## config.mk

```make
export PLATFORM = sky130hd
export DESIGN_NAME = ssd_scan_mux
export DESIGN_NICKNAME = d
export VERILOG_FILES = /design/src/rtl/ssd_pkg.sv /design/src/rtl/ssd_slot_prescaler.sv /design/src/rtl/ssd_scan_mux.sv
export SDC_FILE = /design/constraint.sdc
export NUM_CORES = 1
export LEC_CHECK = 0
export ABC_CLOCK_PERIOD_IN_PS = 3100
export BUFFER_PORTS_ARGS = -buffer_cell sky130_fd_sc_hd__buf_2
export CORE_ASPECT_RATIO = 1.75
export CORE_MARGIN = 2
export CORE_UTILIZATION = 55
export CTS_CLUSTER_DIAMETER = 80
export CTS_CLUSTER_SIZE = 14
export DETAILED_ROUTE_END_ITERATION = 16
export PLACE_DENSITY = 0.75
export SYNTH_ARGS = -nofsm -noshare
export SYNTH_HDL_FRONTEND = slang
export SYNTH_SLANG_ARGS = --single-unit
export TNS_END_PERCENT = 50
```

## constraint.sdc

```tcl
create_clock -name ssd_scan_mux_port_clk -period 3.1 [get_ports ssd_scan_mux_port_clk]
set_input_delay 0.465 -clock ssd_scan_mux_port_clk [delete_from_list [all_inputs] [get_ports ssd_scan_mux_port_clk]]
set_output_delay 0.465 -clock ssd_scan_mux_port_clk [all_outputs]
set_load 0.02 [all_outputs]
```

## src/rtl/ssd_pkg.sv

```systemverilog
// Shared definitions for the seven-segment scan path: digit count, anode idle pattern,
// scanner slot states and the segment encodings used by the downstream decoder.
package ssd_pkg;

  localparam int unsigned N_DIGITS = 8;

  localparam logic [N_DIGITS-1:0] ANODE_ALL_OFF = 8'hFF;

  typedef enum logic [0:0] {
    StBlank,
    StShow
  } ssd_state_e;

  // Active-low segments, bit order {g, f, e, d, c, b, a}.
  function automatic logic [6:0] hex_to_seg(input logic [3:0] nib);
    logic [6:0] seg;
    case (nib)
      4'h0:    seg = 7'h40;
      4'h1:    seg = 7'h79;
      4'h2:    seg = 7'h24;
      4'h3:    seg = 7'h30;
      4'h4:    seg = 7'h19;
      4'h5:    seg = 7'h12;
      4'h6:    seg = 7'h02;
      4'h7:    seg = 7'h78;
      4'h8:    seg = 7'h00;
      4'h9:    seg = 7'h10;
      4'hA:    seg = 7'h08;
      4'hB:    seg = 7'h03;
      4'hC:    seg = 7'h46;
      4'hD:    seg = 7'h21;
      4'hE:    seg = 7'h06;
      default: seg = 7'h0E;
    endcase
    return seg;
  endfunction

endpackage

```

## src/rtl/ssd_slot_prescaler.sv

```systemverilog
// Free-running slot counter: counts 0..DIV-1 and flags the last cycle of each slot.
module ssd_slot_prescaler #(
  parameter int unsigned DIV   = 8,
  parameter int unsigned CNT_W = (DIV > 1) ? $clog2(DIV) : 1
) (
  input  logic             clk_i,
  input  logic             rst_i,
  output logic [CNT_W-1:0] cnt_o,
  output logic             slot_end_o
);

  logic [CNT_W-1:0] cnt_q, cnt_d;
  logic             slot_end;

  assign slot_end = (cnt_q == CNT_W'(DIV - 1));

  always_comb begin
    cnt_d = cnt_q + 1'b1;
    if (slot_end) begin
      cnt_d = '0;
    end
  end

  always_ff @(posedge clk_i) begin
    if (rst_i) begin
      cnt_q <= '0;
    end else begin
      cnt_q <= cnt_d;
    end
  end

  assign cnt_o      = cnt_q;
  assign slot_end_o = slot_end;

endmodule

```

## src/rtl/ssd_scan_mux.sv

```systemverilog
// Eight-digit time-multiplexed scanner with per-slot anode blanking and frame-synchronous
// double buffering of the displayed value and masks.
module ssd_scan_mux
  import ssd_pkg::*;
#(
  parameter int unsigned CLK_HZ       = 100000000,
  parameter int unsigned SLOT_HZ      = 8000,
  parameter int unsigned BLANK_CYCLES = 64
) (
  input  logic                  ssd_scan_mux_port_clk,
  input  logic                  ssd_scan_mux_port_rst,
  input  logic [31:0]           ssd_scan_mux_port_value,
  input  logic [N_DIGITS-1:0]   ssd_scan_mux_port_en_mask,
  input  logic [N_DIGITS-1:0]   ssd_scan_mux_port_dp_mask,
  input  logic                  ssd_scan_mux_port_load,
  output logic [3:0]            ssd_scan_mux_port_nibble,
  output logic                  ssd_scan_mux_port_dp,
  output logic [N_DIGITS-1:0]   ssd_scan_mux_port_an,
  output logic [2:0]            ssd_scan_mux_port_idx,
  output logic                  ssd_scan_mux_port_frame_done
);

  localparam int unsigned DIV   = CLK_HZ / SLOT_HZ;
  localparam int unsigned CNT_W = (DIV > 1) ? $clog2(DIV) : 1;

  logic [CNT_W-1:0] cnt, cnt_nxt;
  logic             slot_end;
  logic             frame_end;

  ssd_slot_prescaler #(
    .DIV   (DIV),
    .CNT_W (CNT_W)
  ) u_prescaler (
    .clk_i      (ssd_scan_mux_port_clk),
    .rst_i      (ssd_scan_mux_port_rst),
    .cnt_o      (cnt),
    .slot_end_o (slot_end)
  );

  ssd_state_e          state_q, state_d;
  logic [2:0]          idx_q, idx_d;

  logic [31:0]         val_pend_q, val_pend_d;
  logic [N_DIGITS-1:0] en_pend_q, en_pend_d;
  logic [N_DIGITS-1:0] dp_pend_q, dp_pend_d;
  logic                pend_q, pend_d;

  logic [31:0]         val_act_q, val_act_d;
  logic [N_DIGITS-1:0] en_act_q, en_act_d;
  logic [N_DIGITS-1:0] dp_act_q, dp_act_d;

  logic [N_DIGITS-1:0] an_q, an_d;
  logic [3:0]          nibble_q, nibble_d;
  logic                dp_q, dp_d;
  logic                frame_done_q, frame_done_d;

  assign frame_end = slot_end && (idx_q == 3'd7);
  assign cnt_nxt   = slot_end ? '0 : cnt + 1'b1;

  // Slot FSM: blank at the start of every slot, then show until the slot ends.
  always_comb begin
    state_d = state_q;
    unique case (state_q)
      StBlank: begin
        if (!slot_end && ((32'(cnt) + 32'd1) >= BLANK_CYCLES)) begin
          state_d = StShow;
        end
      end
      StShow: begin
        if (slot_end && (BLANK_CYCLES != 0)) begin
          state_d = StBlank;
        end
      end
      default: state_d = StBlank;
    endcase
  end

  always_comb begin
    idx_d = idx_q;
    if (slot_end) begin
      idx_d = idx_q + 3'd1;
    end
  end

  // Active copy only changes on the frame boundary; a load on that same cycle bypasses pending.
  always_comb begin
    val_pend_d = val_pend_q;
    en_pend_d  = en_pend_q;
    dp_pend_d  = dp_pend_q;
    pend_d     = pend_q;
    val_act_d  = val_act_q;
    en_act_d   = en_act_q;
    dp_act_d   = dp_act_q;

    if (ssd_scan_mux_port_load) begin
      val_pend_d = ssd_scan_mux_port_value;
      en_pend_d  = ssd_scan_mux_port_en_mask;
      dp_pend_d  = ssd_scan_mux_port_dp_mask;
    end

    if (frame_end) begin
      pend_d = 1'b0;
      if (ssd_scan_mux_port_load) begin
        val_act_d = ssd_scan_mux_port_value;
        en_act_d  = ssd_scan_mux_port_en_mask;
        dp_act_d  = ssd_scan_mux_port_dp_mask;
      end else if (pend_q) begin
        val_act_d = val_pend_q;
        en_act_d  = en_pend_q;
        dp_act_d  = dp_pend_q;
      end
    end else if (ssd_scan_mux_port_load) begin
      pend_d = 1'b1;
    end
  end

  // Outputs are registered from next-state so they line up with the slot they describe.
  always_comb begin
    an_d = ANODE_ALL_OFF;
    if (state_d == StShow) begin
      an_d[idx_d] = ~en_act_d[idx_d];
    end
    nibble_d     = val_act_d[{idx_d, 2'b00} +: 4];
    dp_d         = ~dp_act_d[idx_d];
    frame_done_d = (idx_d == 3'd7) && (cnt_nxt == CNT_W'(DIV - 1));
  end

  always_ff @(posedge ssd_scan_mux_port_clk) begin
    if (ssd_scan_mux_port_rst) begin
      state_q      <= StBlank;
      idx_q        <= 3'd0;
      val_pend_q   <= '0;
      en_pend_q    <= '0;
      dp_pend_q    <= '0;
      pend_q       <= 1'b0;
      val_act_q    <= '0;
      en_act_q     <= '0;
      dp_act_q     <= '0;
      an_q         <= ANODE_ALL_OFF;
      nibble_q     <= 4'h0;
      dp_q         <= 1'b1;
      frame_done_q <= 1'b0;
    end else begin
      state_q      <= state_d;
      idx_q        <= idx_d;
      val_pend_q   <= val_pend_d;
      en_pend_q    <= en_pend_d;
      dp_pend_q    <= dp_pend_d;
      pend_q       <= pend_d;
      val_act_q    <= val_act_d;
      en_act_q     <= en_act_d;
      dp_act_q     <= dp_act_d;
      an_q         <= an_d;
      nibble_q     <= nibble_d;
      dp_q         <= dp_d;
      frame_done_q <= frame_done_d;
    end
  end

  assign ssd_scan_mux_port_an         = an_q;
  assign ssd_scan_mux_port_nibble     = nibble_q;
  assign ssd_scan_mux_port_dp         = dp_q;
  assign ssd_scan_mux_port_idx        = idx_q;
  assign ssd_scan_mux_port_frame_done = frame_done_q;

endmodule
```

==> results.json <==
{
  "outcome": "complete, no violations",
  "rsz0062_at_grt": "no",
  "cp.arrival_ps": 2870,
  "dp_hpwl_um": 8480,
  "finalSetupViolCount": 0,
  "final_cell_area_um2": 6310,
  "worstSetupPathType": "reg2reg",
  "period_minus_slack_ps": 2630,
  "cts_buffer_depth": 2,
  "min_period_over_period_pct": 85.0,
  "required_ps": 3330,
  "total_power_w": 0.00389,
  "grt_max_degree": 106,
  "die_h_um": 135,
  "ios": 68,
  "antenna_found_initial": 0,
  "relSlewSlack_pct": 28.9,
  "ir_drop_mv": 0.557,
  "root_buffer": "clkbuf_16",
  "synth_area_um2": 5380,
  "ctsHoldBuffers": 0,
  "remaining_drc_errors": 0,
  "clk_latency_ps": 410,
  "h-tree-depth": 4,
  "synth_fp_nets": 607,
  "postSynthAreaPerCell_um2": 9.74,
  "yosysMostFrequentCell": "dfxtp_1",
  "grt_pass1_wl_um": 19700,
  "dr.pass1.iters": 5,
  "ys_seq_area_share_pct": 48.0,
  "core-area_um2": 9470,
  "rows": 47,
  "overflow": 0,
  "io_buffers": 67,
  "final-max-slew-violation-count": 0,
  "setup_tns_ps": 0,
  "gp_congestion": 0.862,
  "vias": 4193,
  "cts-resized-gates": 0,
  "synth_cell_types": 55,
  "synthToLayoutAreaGrowth_pct": 17.4,
  "cts_sinks": 129,
  "diodes": 0,
  "dpl_cell_area_um2": 5720,
  "cts_buffers": 17,
  "ys_warn_count": 0,
  "synth_flop_cell": "dfxtp_1",
  "drt-wirelength-per-cell_um": 16.4,
  "ys_ff_latch": 129,
  "leakage_nw": 2.46,
  "max_freq_mhz": 380,
  "clock-skew-final_ps": 9.77,
  "path_clk_slew_ps": 50,
  "async_flop_share_pct": 0,
  "final_antenna_net_count": 0,
  "synthTopCellsByArea": "dfxtp_1 (48%), mux2i_1 (9.1%), nor2_1 (6.3%)",
  "synth_top_area_share_pct": 48.0,
  "finalHoldViolCount": 0,
  "fp.dieArea_um2": 10600,
  "p_per_area_nw_per_um2": 617,
  "final_core_util_pct": 66.7,
  "nets": 663,
  "routed_via_density": 5.65,
  "tightest_slew_ps": 1070,
  "netlist_instances": 552,
  "start_util_pct": 56.8,
  "grt_pass1_vias": 4028,
  "synth_edf_count": 0,
  "cts_tree": "done",
  "drtIter0Drc": 325,
  "crit_fanout": 17,
  "yosys-top-cells-count": "dfxtp_1 (129), nor2_1 (90), mux2i_1 (49)",
  "fp.dieW_um": 78.7,
  "hold_path_class": "in2reg",
  "endpoint_kind": "flop",
  "synth_top_cell_by_area": "dfxtp_1",
  "cp-start-kind": "flop",
  "routed_wirelength_um": 12200,
  "drive_above_1_share_pct": 21.3,
  "cts_setup_buffers": 0,
  "max_cap_violations": 0,
  "grt_util_all_layers_pct": 24.0
}
layout make-up:
cell class,count,area [um2]
multi-input combinational,380,2560
inverter,6,22.5
clock buffer,22,464
clock inverter,9,131
tap,122,153
fill,753,3160
timing repair buffer,74,400
sequential,129,2580
placed cells by master (no fill, tap or decap), types with 17 or more instances in the layout:
master	instances
a21oi_1	21
buf_2	67
clkbuf_16	17
dfxtp_1	129
mux2_2	17
mux2i_1	49
nor2_1	90
nor2b_1	31
nor3_1	19
o21ai_0	31
kinds of logic (layout without fill, tap and decap cells):
kind of cell,count (synthesis),in the layout,synth area share [%]
compound gates,95,95,12.1
xor+xnor,12,12,1.95
fa+ha+maj,4,4,0.931
buf+inv,43,111,4.40
flops,129,129,48.0
mux,67,67,13.1
simple gates,202,202,19.5
path summary, 6_finish.rpt:
check,start,end,slack (ps),cells past startpoint
setup / recovery,ssd_scan_mux_port_idx[0]$_SDFF_PP0_,ssd_scan_mux_port_nibble[3]$_SDFF_PP0_,470,8
hold / removal,ssd_scan_mux_port_value[17],val_pend_q[17]$_SDFFE_PP0P_,310,3
setup reg to reg,ssd_scan_mux_port_idx[0]$_SDFF_PP0_,ssd_scan_mux_port_nibble[3]$_SDFF_PP0_,470,8
hold reg to reg,en_act_q[1]$_SDFF_PP0_,en_act_q[1]$_SDFF_PP0_,470,2
critical path, cell delays in order, from the launching register on:
cell	delay [ps]
dfxtp_1	570
ha_1	230
ha_1	270
nand2_1	330
buf_4	310
o21ai_0	210
o21ai_0	160
a22oi_1	240
a41oi_2	140
power breakdown:
part	internal (W)	switching, W
clock network	0.00130	0.000700
registers	0.00170	0.0000148
logic	0.0000791	0.0000958
total	0.00308	0.000810
stage by stage:
stage,hold slack [ps],instances,worst slack (ps)
6_report,312,742,466
5_1_grt,319,742,192
4_1_cts,303,742,455
3_5_place_dp,468,711,486
3_3_place_gp,452,711,601
2_1_floorplan,441,552,957
layer usage:
metal | wire length (um) | share of wire [%] | track usage (%) | vias to the layer above
met4 | 250 | 2.1 | 10.3 | 0
li1 | - | - | - | 2052
met3 | 465 | 3.8 | 6.08 | 27
met5 | 0 | 0 | 0 | -
met1 | 4860 | 40 | 26.3 | 2009
met2 | 6580 | 54 | 43.2 | 105
flip-flops by register name, indices dropped and copies added, names as in the netlist:
name	cells
dp_act_q	8
dp_pend_q	8
en_act_q	8
en_pend_q	8
pend_q	1
ssd_scan_mux_port_an	8
ssd_scan_mux_port_dp	1
ssd_scan_mux_port_frame_done	1
ssd_scan_mux_port_idx	3
ssd_scan_mux_port_nibble	4
state_q	1
u_prescaler.cnt_o	14
val_act_q	32
val_pend_q	32
Power figures use the tool's default switching activity.
